**config.mk**
```make
export PLATFORM = sky130hd
export DESIGN_NAME = ps2_key_tracker
export DESIGN_NICKNAME = d
export VERILOG_FILES = /design/src/rtl/ps2_key_tracker.sv
export SDC_FILE = /design/constraint.sdc
export NUM_CORES = 1
export LEC_CHECK = 0
export CAP_MARGIN = 20
export CORE_MARGIN = 3
export CORE_UTILIZATION = 30
export CTS_BUF_LIST = sky130_fd_sc_hd__clkbuf_2 sky130_fd_sc_hd__clkbuf_4 sky130_fd_sc_hd__clkbuf_8
export DETAILED_ROUTE_END_ITERATION = 8
export GPL_ROUTABILITY_DRIVEN = 0
export HOLD_SLACK_MARGIN = 0.1
export PLACE_DENSITY = 0.54
export SYNTH_ARGS = -nofsm -noshare
export SYNTH_HDL_FRONTEND = slang
export SYNTH_SLANG_ARGS = --single-unit
```
**constraint.sdc**
```tcl
create_clock -name clk -period 3.3 [get_ports clk]
set_input_delay 0.66 -clock clk [delete_from_list [all_inputs] [get_ports clk]]
set_output_delay 0.66 -clock clk [all_outputs]
set_load 0.005 [all_outputs]
```
**src/rtl/ps2_key_tracker.sv**
```systemverilog
`default_nettype none
// ============================================================================
// Module      : ps2_key_tracker
// Description : Drains scan-code bytes from ps2_keyboard through the
//               ready/nextdata_n handshake, decodes the E0 (extended) and
//               F0 (break) prefixes into make/break key events, tracks the
//               held key, filters typematic repeats, counts presses and
//               buffers events in a first-word-fall-through FIFO with a
//               valid/ready consumer interface.
// Revision    : 1.0 - initial release
// ============================================================================
module ps2_key_tracker #(
  parameter int FIFO_DEPTH    = 8,     // power of two, >= 2
  parameter int CNT_W         = 8,
  parameter bit REPEAT_FILTER = 1'b1
) (
  input  logic                          clk,
  input  logic                          resetn,
  // ps2_keyboard side
  input  logic [7:0]                    kb_data,
  input  logic                          kb_ready,
  output logic                          kb_nextdata_n,
  // event stream
  output logic                          ev_valid,
  input  logic                          ev_ready,
  output logic [7:0]                    ev_code,
  output logic                          ev_ext,
  output logic                          ev_break,
  // key status
  output logic                          key_down,
  output logic [7:0]                    held_code,
  output logic                          held_ext,
  output logic [CNT_W-1:0]              press_count,
  output logic [$clog2(FIFO_DEPTH):0]   fifo_level,
  output logic                          ev_overflow,
  input  logic                          clr_ovf
);

  localparam int c_AW = $clog2(FIFO_DEPTH);

  // Prefix-decoder states
  localparam logic [1:0] c_ST_IDLE   = 2'd0;
  localparam logic [1:0] c_ST_EXT    = 2'd1;
  localparam logic [1:0] c_ST_BRK    = 2'd2;
  localparam logic [1:0] c_ST_EXTBRK = 2'd3;

  // Special scan-code bytes
  localparam logic [7:0] c_PFX_EXT  = 8'hE0;
  localparam logic [7:0] c_PFX_BRK  = 8'hF0;
  localparam logic [7:0] c_BYTE_NUL = 8'h00;
  localparam logic [7:0] c_BYTE_ERR = 8'hFF;

  localparam logic [c_AW:0]    c_LVL_ZERO = '0;
  localparam logic [c_AW:0]    c_LVL_ONE  = (c_AW+1)'(1);
  localparam logic [c_AW:0]    c_LVL_FULL = (c_AW+1)'(FIFO_DEPTH);
  localparam logic [c_AW-1:0]  c_PTR_ONE  = c_AW'(1);
  localparam logic [CNT_W-1:0] c_CNT_ONE  = CNT_W'(1);

  // --------------------------------------------------------------------------
  // Registers
  // --------------------------------------------------------------------------
  logic              r_guard;
  logic [1:0]        r_state;
  logic              r_key_down;
  logic [7:0]        r_held_code;
  logic              r_held_ext;
  logic [CNT_W-1:0]  r_press_count;
  logic              r_overflow;
  logic [c_AW-1:0]   r_wr_ptr;
  logic [c_AW-1:0]   r_rd_ptr;
  logic [c_AW:0]     r_level;
  // Entry layout: {ext, break, code}
  logic [9:0]        r_mem [FIFO_DEPTH];

  // --------------------------------------------------------------------------
  // Combinational signals
  // --------------------------------------------------------------------------
  logic              w_accept;
  logic [1:0]        w_state_nxt;
  logic              w_ev_make;
  logic              w_ev_brk;
  logic              w_ev_ext;
  logic              w_held_match;
  logic              w_repeat;
  logic              w_make_emit;
  logic              w_push_req;
  logic              w_full;
  logic              w_empty;
  logic              w_pop;
  logic              w_push;
  logic              w_drop;
  logic [c_AW:0]     w_level_nxt;

  // A byte is taken whenever one is offered and the previous cycle was not an
  // accept; the guard cycle gives ps2_keyboard time to advance its head.
  assign w_accept      = kb_ready & ~r_guard;
  assign kb_nextdata_n = ~w_accept;

  // Classify the accepted byte against the current prefix state
  always_comb begin
    w_state_nxt = r_state;
    w_ev_make   = 1'b0;
    w_ev_brk    = 1'b0;
    w_ev_ext    = 1'b0;
    if (w_accept) begin
      if ((kb_data == c_BYTE_NUL) || (kb_data == c_BYTE_ERR)) begin
        // Keyboard error / buffer-overrun bytes abandon any pending prefix
        w_state_nxt = c_ST_IDLE;
      end else begin
        case (r_state)
          c_ST_IDLE: begin
            if (kb_data == c_PFX_EXT) begin
              w_state_nxt = c_ST_EXT;
            end else if (kb_data == c_PFX_BRK) begin
              w_state_nxt = c_ST_BRK;
            end else begin
              w_ev_make   = 1'b1;
              w_state_nxt = c_ST_IDLE;
            end
          end
          c_ST_EXT: begin
            if (kb_data == c_PFX_BRK) begin
              w_state_nxt = c_ST_EXTBRK;
            end else if (kb_data == c_PFX_EXT) begin
              w_state_nxt = c_ST_EXT;
            end else begin
              w_ev_make   = 1'b1;
              w_ev_ext    = 1'b1;
              w_state_nxt = c_ST_IDLE;
            end
          end
          c_ST_BRK: begin
            if (kb_data == c_PFX_BRK) begin
              w_state_nxt = c_ST_BRK;
            end else if (kb_data == c_PFX_EXT) begin
              w_state_nxt = c_ST_EXTBRK;
            end else begin
              w_ev_brk    = 1'b1;
              w_state_nxt = c_ST_IDLE;
            end
          end
          c_ST_EXTBRK: begin
            if ((kb_data == c_PFX_EXT) || (kb_data == c_PFX_BRK)) begin
              w_state_nxt = c_ST_EXTBRK;
            end else begin
              w_ev_brk    = 1'b1;
              w_ev_ext    = 1'b1;
              w_state_nxt = c_ST_IDLE;
            end
          end
          default: begin
            w_state_nxt = c_ST_IDLE;
          end
        endcase
      end
    end
  end

  // The decoded key matches the currently tracked held key
  assign w_held_match = (kb_data == r_held_code) && (w_ev_ext == r_held_ext);

  // Typematic repeats of the held key are optionally squashed
  generate
    if (REPEAT_FILTER) begin : g_repeat_filter
      assign w_repeat = r_key_down & w_held_match;
    end else begin : g_repeat_pass
      assign w_repeat = 1'b0;
    end
  endgenerate

  assign w_make_emit = w_ev_make & ~w_repeat;
  assign w_push_req  = w_make_emit | w_ev_brk;

  // FIFO control: a pop frees a slot in the same cycle, so a full FIFO can
  // still accept a push alongside a pop.
  assign w_empty = (r_level == c_LVL_ZERO);
  assign w_full  = (r_level == c_LVL_FULL);
  assign w_pop   = ~w_empty & ev_ready;
  assign w_push  = w_push_req & (~w_full | w_pop);
  assign w_drop  = w_push_req & w_full & ~w_pop;

  // Next FIFO occupancy
  always_comb begin
    w_level_nxt = r_level;
    case ({w_push, w_pop})
      2'b10:   w_level_nxt = r_level + c_LVL_ONE;
      2'b01:   w_level_nxt = r_level - c_LVL_ONE;
      default: w_level_nxt = r_level;
    endcase
  end

  // Accept guard and prefix-decoder state
  always_ff @(posedge clk or negedge resetn) begin
    if (!resetn) begin
      r_guard <= 1'b0;
      r_state <= c_ST_IDLE;
    end else begin
      r_guard <= w_accept;
      r_state <= w_state_nxt;
    end
  end

  // Held-key tracking and press counter; updated even when the event is dropped
  always_ff @(posedge clk or negedge resetn) begin
    if (!resetn) begin
      r_key_down    <= 1'b0;
      r_held_code   <= 8'h00;
      r_held_ext    <= 1'b0;
      r_press_count <= '0;
    end else if (w_make_emit) begin
      r_key_down    <= 1'b1;
      r_held_code   <= kb_data;
      r_held_ext    <= w_ev_ext;
      r_press_count <= r_press_count + c_CNT_ONE;
    end else if (w_ev_brk && w_held_match) begin
      // Releasing the held key keeps its identity visible on held_code/ext
      r_key_down    <= 1'b0;
    end
  end

  // FIFO pointers and occupancy
  always_ff @(posedge clk or negedge resetn) begin
    if (!resetn) begin
      r_wr_ptr <= '0;
      r_rd_ptr <= '0;
      r_level  <= '0;
    end else begin
      if (w_push) begin
        r_wr_ptr <= r_wr_ptr + c_PTR_ONE;
      end
      if (w_pop) begin
        r_rd_ptr <= r_rd_ptr + c_PTR_ONE;
      end
      r_level <= w_level_nxt;
    end
  end

  // FIFO storage; contents are only observed while the level is non-zero
  always_ff @(posedge clk) begin
    if (w_push) begin
      r_mem[r_wr_ptr] <= {w_ev_ext, w_ev_brk, kb_data};
    end
  end

  // Sticky overflow flag; a drop in the clearing cycle keeps it set
  always_ff @(posedge clk or negedge resetn) begin
    if (!resetn) begin
      r_overflow <= 1'b0;
    end else if (w_drop) begin
      r_overflow <= 1'b1;
    end else if (clr_ovf) begin
      r_overflow <= 1'b0;
    end
  end

  // --------------------------------------------------------------------------
  // Outputs
  // --------------------------------------------------------------------------
  assign ev_valid    = ~w_empty;
  assign ev_ext      = r_mem[r_rd_ptr][9];
  assign ev_break    = r_mem[r_rd_ptr][8];
  assign ev_code     = r_mem[r_rd_ptr][7:0];
  assign key_down    = r_key_down;
  assign held_code   = r_held_code;
  assign held_ext    = r_held_ext;
  assign press_count = r_press_count;
  assign fifo_level  = r_level;
  assign ev_overflow = r_overflow;

endmodule
`default_nettype wire

```
## Word-level counts from Yosys, hierarchy flattened

Memory sizes are Yosys's and may differ from the RTL's.
Index checks and enable logic that the tools add are counted.
W data, S select, Z words.

- Register bits: 32
- Bits in writable memories: 80
- Bits of input ports: 13
- Output and inout port bits: 35
- Logic and storage cells: 82
- Memories kept: 1

- $add $sub $neg: 5
- Eq/ne operators: 11
- Multiplexer cells: 30
- Bitwise logic cells: 15
- Reduce and logical (&&, ||, !) cells: 10

Memory list:

| name | words | bits a word | read ports | clocked after Yosys merged registers in | wr ports | RTL line | RTL |
|---|---|---|---|---|---|---|---|
| r_mem | 8 | 10 | 1 | 0 | 1 | 73 | `logic [9:0] r_mem [FIFO_DEPTH];` |

Operators by type and width:

| cell | count |
|---|---|
| $eq A8 B8 Y1 const B | 3 |
| $mux W1 | 18 |
| $mux W2 | 7 |
| $add A8 B1 Y8 const B | 1 |
| $eq A8 B8 Y1 | 1 |
| $logic_not A8 Y1 | 1 |
| $pmux W2 S4 | 1 |
| $pmux W4 S2 | 1 |
| $and A1 B1 Y1 | 7 |
| $add A3 B1 Y3 const B | 2 |
| $eq A2 B2 Y1 const B | 3 |
| $not A1 Y1 | 6 |
| $pmux W1 S2 | 3 |
| $reduce_bool A2 Y1 | 3 |
| $add A4 B1 Y4 const B | 1 |
| $eq A2 B1 Y1 const B | 2 |
| $eq A4 B4 Y1 const B | 1 |
| $logic_not A4 Y1 | 1 |
| $sub A4 B1 Y4 const B | 1 |
| $logic_and A1 B1 Y1 | 2 |
| $logic_not A2 Y1 | 1 |
| $logic_or A1 B1 Y1 | 2 |
| $or A1 B1 Y1 | 2 |
| $eq A1 B1 Y1 | 1 |

## Longest topological paths before layout

- Word-level depth: 15
- Depth in mapped cells: 12
- Mapped depth without buffers: 12

## Least setup slack after synthesis

No wires, ideal clock.

- Path kind: input -> register
- Start: in kb_data[3]
- End: mem r_mem[0][0], enable pin
- Setup time: 0.390 ns
- Arrival: 2.283 ns
- Required time: 2.910 ns
- Setup slack: 0.627 ns
- Stages on the path: 5
- Path buffers: 0
- Cell sequence: and4_4 -> a31oi_2 -> o211ai_1 -> or3_1 -> nor3_1

- Word-level cells in the longest chain between the ends: 15
- Elaborated cells between the ends (all ways): 30
- Those cells by class: eq/ne (5); mux (16); bitwise (5); reduce/logical (4)

Ends and longest elaborated chain:

| element | RTL line | RTL |
|---|---|---|
| start, declared | 20 | `input logic [7:0] kb_data,` |
| $eq A8 B8 Y1 (on tied branches) | -- |  |
| $mux W1 / $logic_or A1 B1 Y1 (equally long branches) | 124, 135, 143 |  |
| $mux W1 (on tied branches) | 133, 143 |  |
| $pmux W1 S2 | 110 | `case (r_state)` |
| $mux W1 | 106 | `if ((kb_data == c_BYTE_NUL) \|\| (kb_data == c_BYTE_ERR)) begin` |
| $mux W1 | 105 | `if (w_accept) begin` |
| $eq A1 B1 Y1 | 160 | `assign w_held_match = (kb_data == r_held_code) && (w_ev_ext == r_held_ext);` |
| $logic_and A1 B1 Y1 | 160 |  |
| $and A1 B1 Y1 | 165 | `assign w_repeat = r_key_down & w_held_match;` |
| $not A1 Y1 | 171 | `assign w_make_emit = w_ev_make & ~w_repeat;` |
| $and A1 B1 Y1 | 171 |  |
| $or A1 B1 Y1 * | 172 | `assign w_push_req = w_make_emit \| w_ev_brk;` |
| $and A1 B1 Y1 * | 179 | `assign w_push = w_push_req & (~w_full \| w_pop);` |
| $mux W1 * | 240 | `if (w_push) begin` |
| $mux W1 (implied by the code) * | 241 | `r_mem[r_wr_ptr] <= {w_ev_ext, w_ev_brk, kb_data};` |
| end, declared | 73 |  |

Mark *: on every way between the ends. The rest lies on a longest branch, timed or not.

## Final worst setup path

- Start: in kb_data[2]
- End: reg r_level[3] (netlist: fifo_level[3])

- Word-level cells in the longest chain between the ends: 15
- Elaborated cells between the ends (all ways): 32
- Those cells by class: eq/ne (7); mux (15); bitwise (5); reduce/logical (5)

Ends and longest elaborated chain:

| element | RTL line | RTL |
|---|---|---|
| $eq A8 B8 Y1 (on tied branches) | -- |  |
| $mux W1 / $logic_or A1 B1 Y1 (equally long branches) | 124, 135, 143 |  |
| $mux W1 (on tied branches) | 133, 143 |  |
| $pmux W1 S2 | 110 |  |
| $mux W1 | 106 |  |
| $mux W1 | 105 |  |
| $eq A1 B1 Y1 | 160 |  |
| $logic_and A1 B1 Y1 | 160 |  |
| $and A1 B1 Y1 | 165 |  |
| $not A1 Y1 | 171 |  |
| $and A1 B1 Y1 | 171 |  |
| $or A1 B1 Y1 * | 172 |  |
| $and A1 B1 Y1 * | 179 |  |
| $eq A2 B1 Y1 / $eq A2 B2 Y1 (equally long branches) | 185 | `case ({w_push, w_pop})` |
| $pmux W4 S2 / $reduce_bool A2 Y1 (equally long branches) | -- |  |
| end signal, assigned | 234 | `r_level <= w_level_nxt;` |
| end, declared | 71 | `logic [c_AW:0] r_level;` |

Marked as above.
A chain may end at the register's enable or synchronous reset.

==> flow_metrics.env <==
export IMPL_synth_area_leaders="edfxtp_1, dfrtp_1, mux4_2, mux2_2, xnor2_1"
export IMPL_drcViolationCount=0
export IMPL_die_width_um=130.9
export IMPL_power_density_mw_per_mm2=734.4
export IMPL_ys_ff_latch=112
export IMPL_path_cells="clkdlybuf4s50_1 -> buf_4 -> buf_4 -> nor4_1 -> buf_4 -> a31oi_2 -> o21a_2 -> o21ai_2 -> nand2_1 -> inv_1 -> ha_1 -> a21o_1 -> a21oi_1 -> nor4_1 -> a31oi_1 -> xnor2_1"
export IMPL_report_final_slew_viol_count=0
export IMPL_die_h_um=130.9
export IMPL_grt_overflow=0
export IMPL_coreArea_mm2=0.01526
export IMPL_clkTransAtPathRegs_ps=100
export IMPL_first_pass_iters=4
export IMPL_grt_busiest_layer="met2"
export IMPL_crit_path_max_incr_delay_ps=400
export IMPL_post_drt_wl_per_cell_um=17.04
export IMPL_syn_mean_instance_area_um2=17.66
export IMPL_yosysTopAreaCellShare_pct=51.32
export IMPL_syn_instance_count=265
export IMPL_status="complete, no violations"
export IMPL_ios=48
export IMPL_cts_sinks=112
export IMPL_htree_levels=3
export IMPL_synth_cell_types=41
export IMPL_yosys_area_share_xor_xnor_pct=4.304
export IMPL_endpoint_kind="flip-flop"
export IMPL_drv_cap=0
export IMPL_detailed_place_hpwl_um=6266
export IMPL_grt_max_degree=33
export IMPL_routed_wirelength_um=9591
export IMPL_p_leak_nw=2.054
export IMPL_tightestPinTransition_ps=745.2
export IMPL_synth_edf_count=80
export IMPL_path_class="in2reg"
export IMPL_finalNetCount=366
export IMPL_cts_root_buf="clkbuf_8"
export IMPL_rows=45
export IMPL_grt_pass1_vias=2723
export IMPL_start_kind="primary input"
export IMPL_num_vias=2532
export IMPL_syn_to_final_growth_pct=24.83
export IMPL_min_period_over_period_pct=90.31
export IMPL_ys_flop_type="edfxtp_1"
export IMPL_dieArea_mm2=0.01714
export IMPL_finalPower_mw=4.291
export IMPL_synth_most_common_cell="edfxtp_1"
export IMPL_whs_ps=345.6
export IMPL_drive_gt1_share_pct=28.13
export IMPL_grtUsageMet2_pct=19.03
export IMPL_yosys_area_top_type="edfxtp_1"
export IMPL_path_max_fanout=10
export IMPL_rsz0062_at_grt="false"
export IMPL_synthMuxAreaShare_pct=15.69
export IMPL_clock_latency_ps=370
export IMPL_antennaDiodeCount=0
export IMPL_clock_skew_ps=7.923
export IMPL_synth_warnings=0
export IMPL_start_util_pct=30.68
export IMPL_synth_nets=284
export IMPL_synth_top_family_by_area="multiplexers"
export IMPL_cts_tree="yes"
export IMPL_cts_resized=0
export IMPL_gr_usage_met3_pct=4.228
export IMPL_hold_violations=0
export IMPL_crit_required_ps=3600
export IMPL_synth_compound_area_share_pct=2.058
export IMPL_synth_simple_gate_area_share_pct=6.656
export IMPL_fin_tns_setup_ps=0
export IMPL_setup_viol=0
export IMPL_crit_slowest_cell="clkdlybuf4s50_1"
export IMPL_antenna_found_initial=0
export IMPL_postRouteAntennaNets=0
export IMPL_first_iter_violations=135
export IMPL_slew_headroom_pct=50.32
export IMPL_max_freq_mhz=335.6
export IMPL_synth_common_cells="edfxtp_1, dfrtp_1, xnor2_1, mux4_2, mux2_2"
export IMPL_globalRouteTotalUtil_pct=12.13
export IMPL_place_ws_ps=-35.48
export IMPL_seq_area_frac_synth_pct=68.43
export IMPL_async_reset_ff_share_pct=28.57
export IMPL_grt_pass1_wl_um=15170
export IMPL_io_buffers=47
export IMPL_cp_num_buf_inv=5
export IMPL_synth_area_mm2=0.004681
export IMPL_critPathArrivalTime_ps=3280
export IMPL_ctsHoldBuffers=0
export IMPL_vias_per_cell=4.497
export IMPL_postCtsSetupRepairBufs=0
export IMPL_cp_common_cell="buf_4"
export IMPL_clock_path_buffers=2
export IMPL_min_path_type="in2async"
export IMPL_period_needed_ps=2980
export IMPL_setup_ws_ps=319.8
export IMPL_cp_top_family="buffers and inverters"
export IMPL_cts_buffers=9
export IMPL_ir_worst_vdd_mv=0.2539
export IMPL_synthAdderAreaFrac_pct=1.764
export IMPL_met1_usage_pct=16.35
==> flip-flops by register name (all words and copies together), names as in the netlist, 2 cells and up <==
| name | count |
|---|---|
| r_state | 2 |
| r_rd_ptr | 3 |
| held_code | 8 |
| fifo_level | 4 |
| press_count | 8 |
| r_wr_ptr | 3 |
| r_mem | 80 |
==> metal layers <==
metal | part of all wire [%] | up-vias
met2 | 47 | 58
met4 | 0.66 | 0
li1 | - | 1184
met1 | 47 | 1286
met3 | 5.0 | 4
met5 | 0 | -
==> final cells by class <==
cell class                 instances  area (µm²)
sequential                       112        3203
multi-input combinational        142        1426
fill                            1422        9415
inverter                           5       18.77
timing repair buffer              77       728.2
clock buffer                       9       123.9
tap                              211       264.0
clock inverter                     7       78.83
==> cells by family after synthesis <==
kind of cell,Yosys count
buffers and inverters,11
and+or+nand+nor,55
DFF,112
xor gates and xnor gates,23
muxes,44
adders and majority gates,6
AOI/OAI and AO/OA,14
==> stage by stage <==
stage | std cells | area (µm²) | util, %
CTS | 563 | 5843 | 38.29
global placement | 547 | 5640 | 36.97
floorplan | 265 | 4681 | -
finish | 563 | 5843 | 38.29
detailed placement | 547 | 5640 | 36.97
global route | 563 | 5843 | 38.29
==> report_power, final <==
group / internal, mW / switching [mW]
registers: 1.74 / 0.205
logic: 0.928 / 0.589
clock network: 0.359 / 0.465
==> path summary, 6_finish.rpt <==
kind                                start              to  slack, ps  cells past startpoint
max reg2reg                  held_code[5]   fifo_level[3]        770                     12
min in group clk           press_count[7]  press_count[7]        490                      1
max in group asynchronous          resetn    held_code[2]       2480                      1
min reg2reg                press_count[7]  press_count[7]        490                      1
max                            kb_data[2]   fifo_level[3]        320                     16
min                                resetn     r_rd_ptr[0]        350                      1
==> placed cells by master, fill, tap and decap left out, drive strengths merged, types with 2 or more instances in the layout <==
master / synthesis / routed
nor2: 11 / 11
ha: 5 / 5
buf: 3 / 31
and2: 3 / 3
clkdlybuf4s50: 0 / 46
a31oi: 2 / 2
or3: 2 / 2
nand2: 15 / 15
clkbuf: 3 / 9
nand2b: 3 / 3
o21ai: 4 / 4
xor2: 2 / 2
a21oi: 4 / 4
nor3: 3 / 3
clkinv: 0 / 3
edfxtp: 80 / 80
and3: 3 / 3
mux2: 23 / 23
nor4: 4 / 4
nand4: 7 / 7
inv: 5 / 7
dfrtp: 32 / 32
mux4: 20 / 20
xnor2: 21 / 21
No activity file was read; power rests on OpenSTA's default activity.
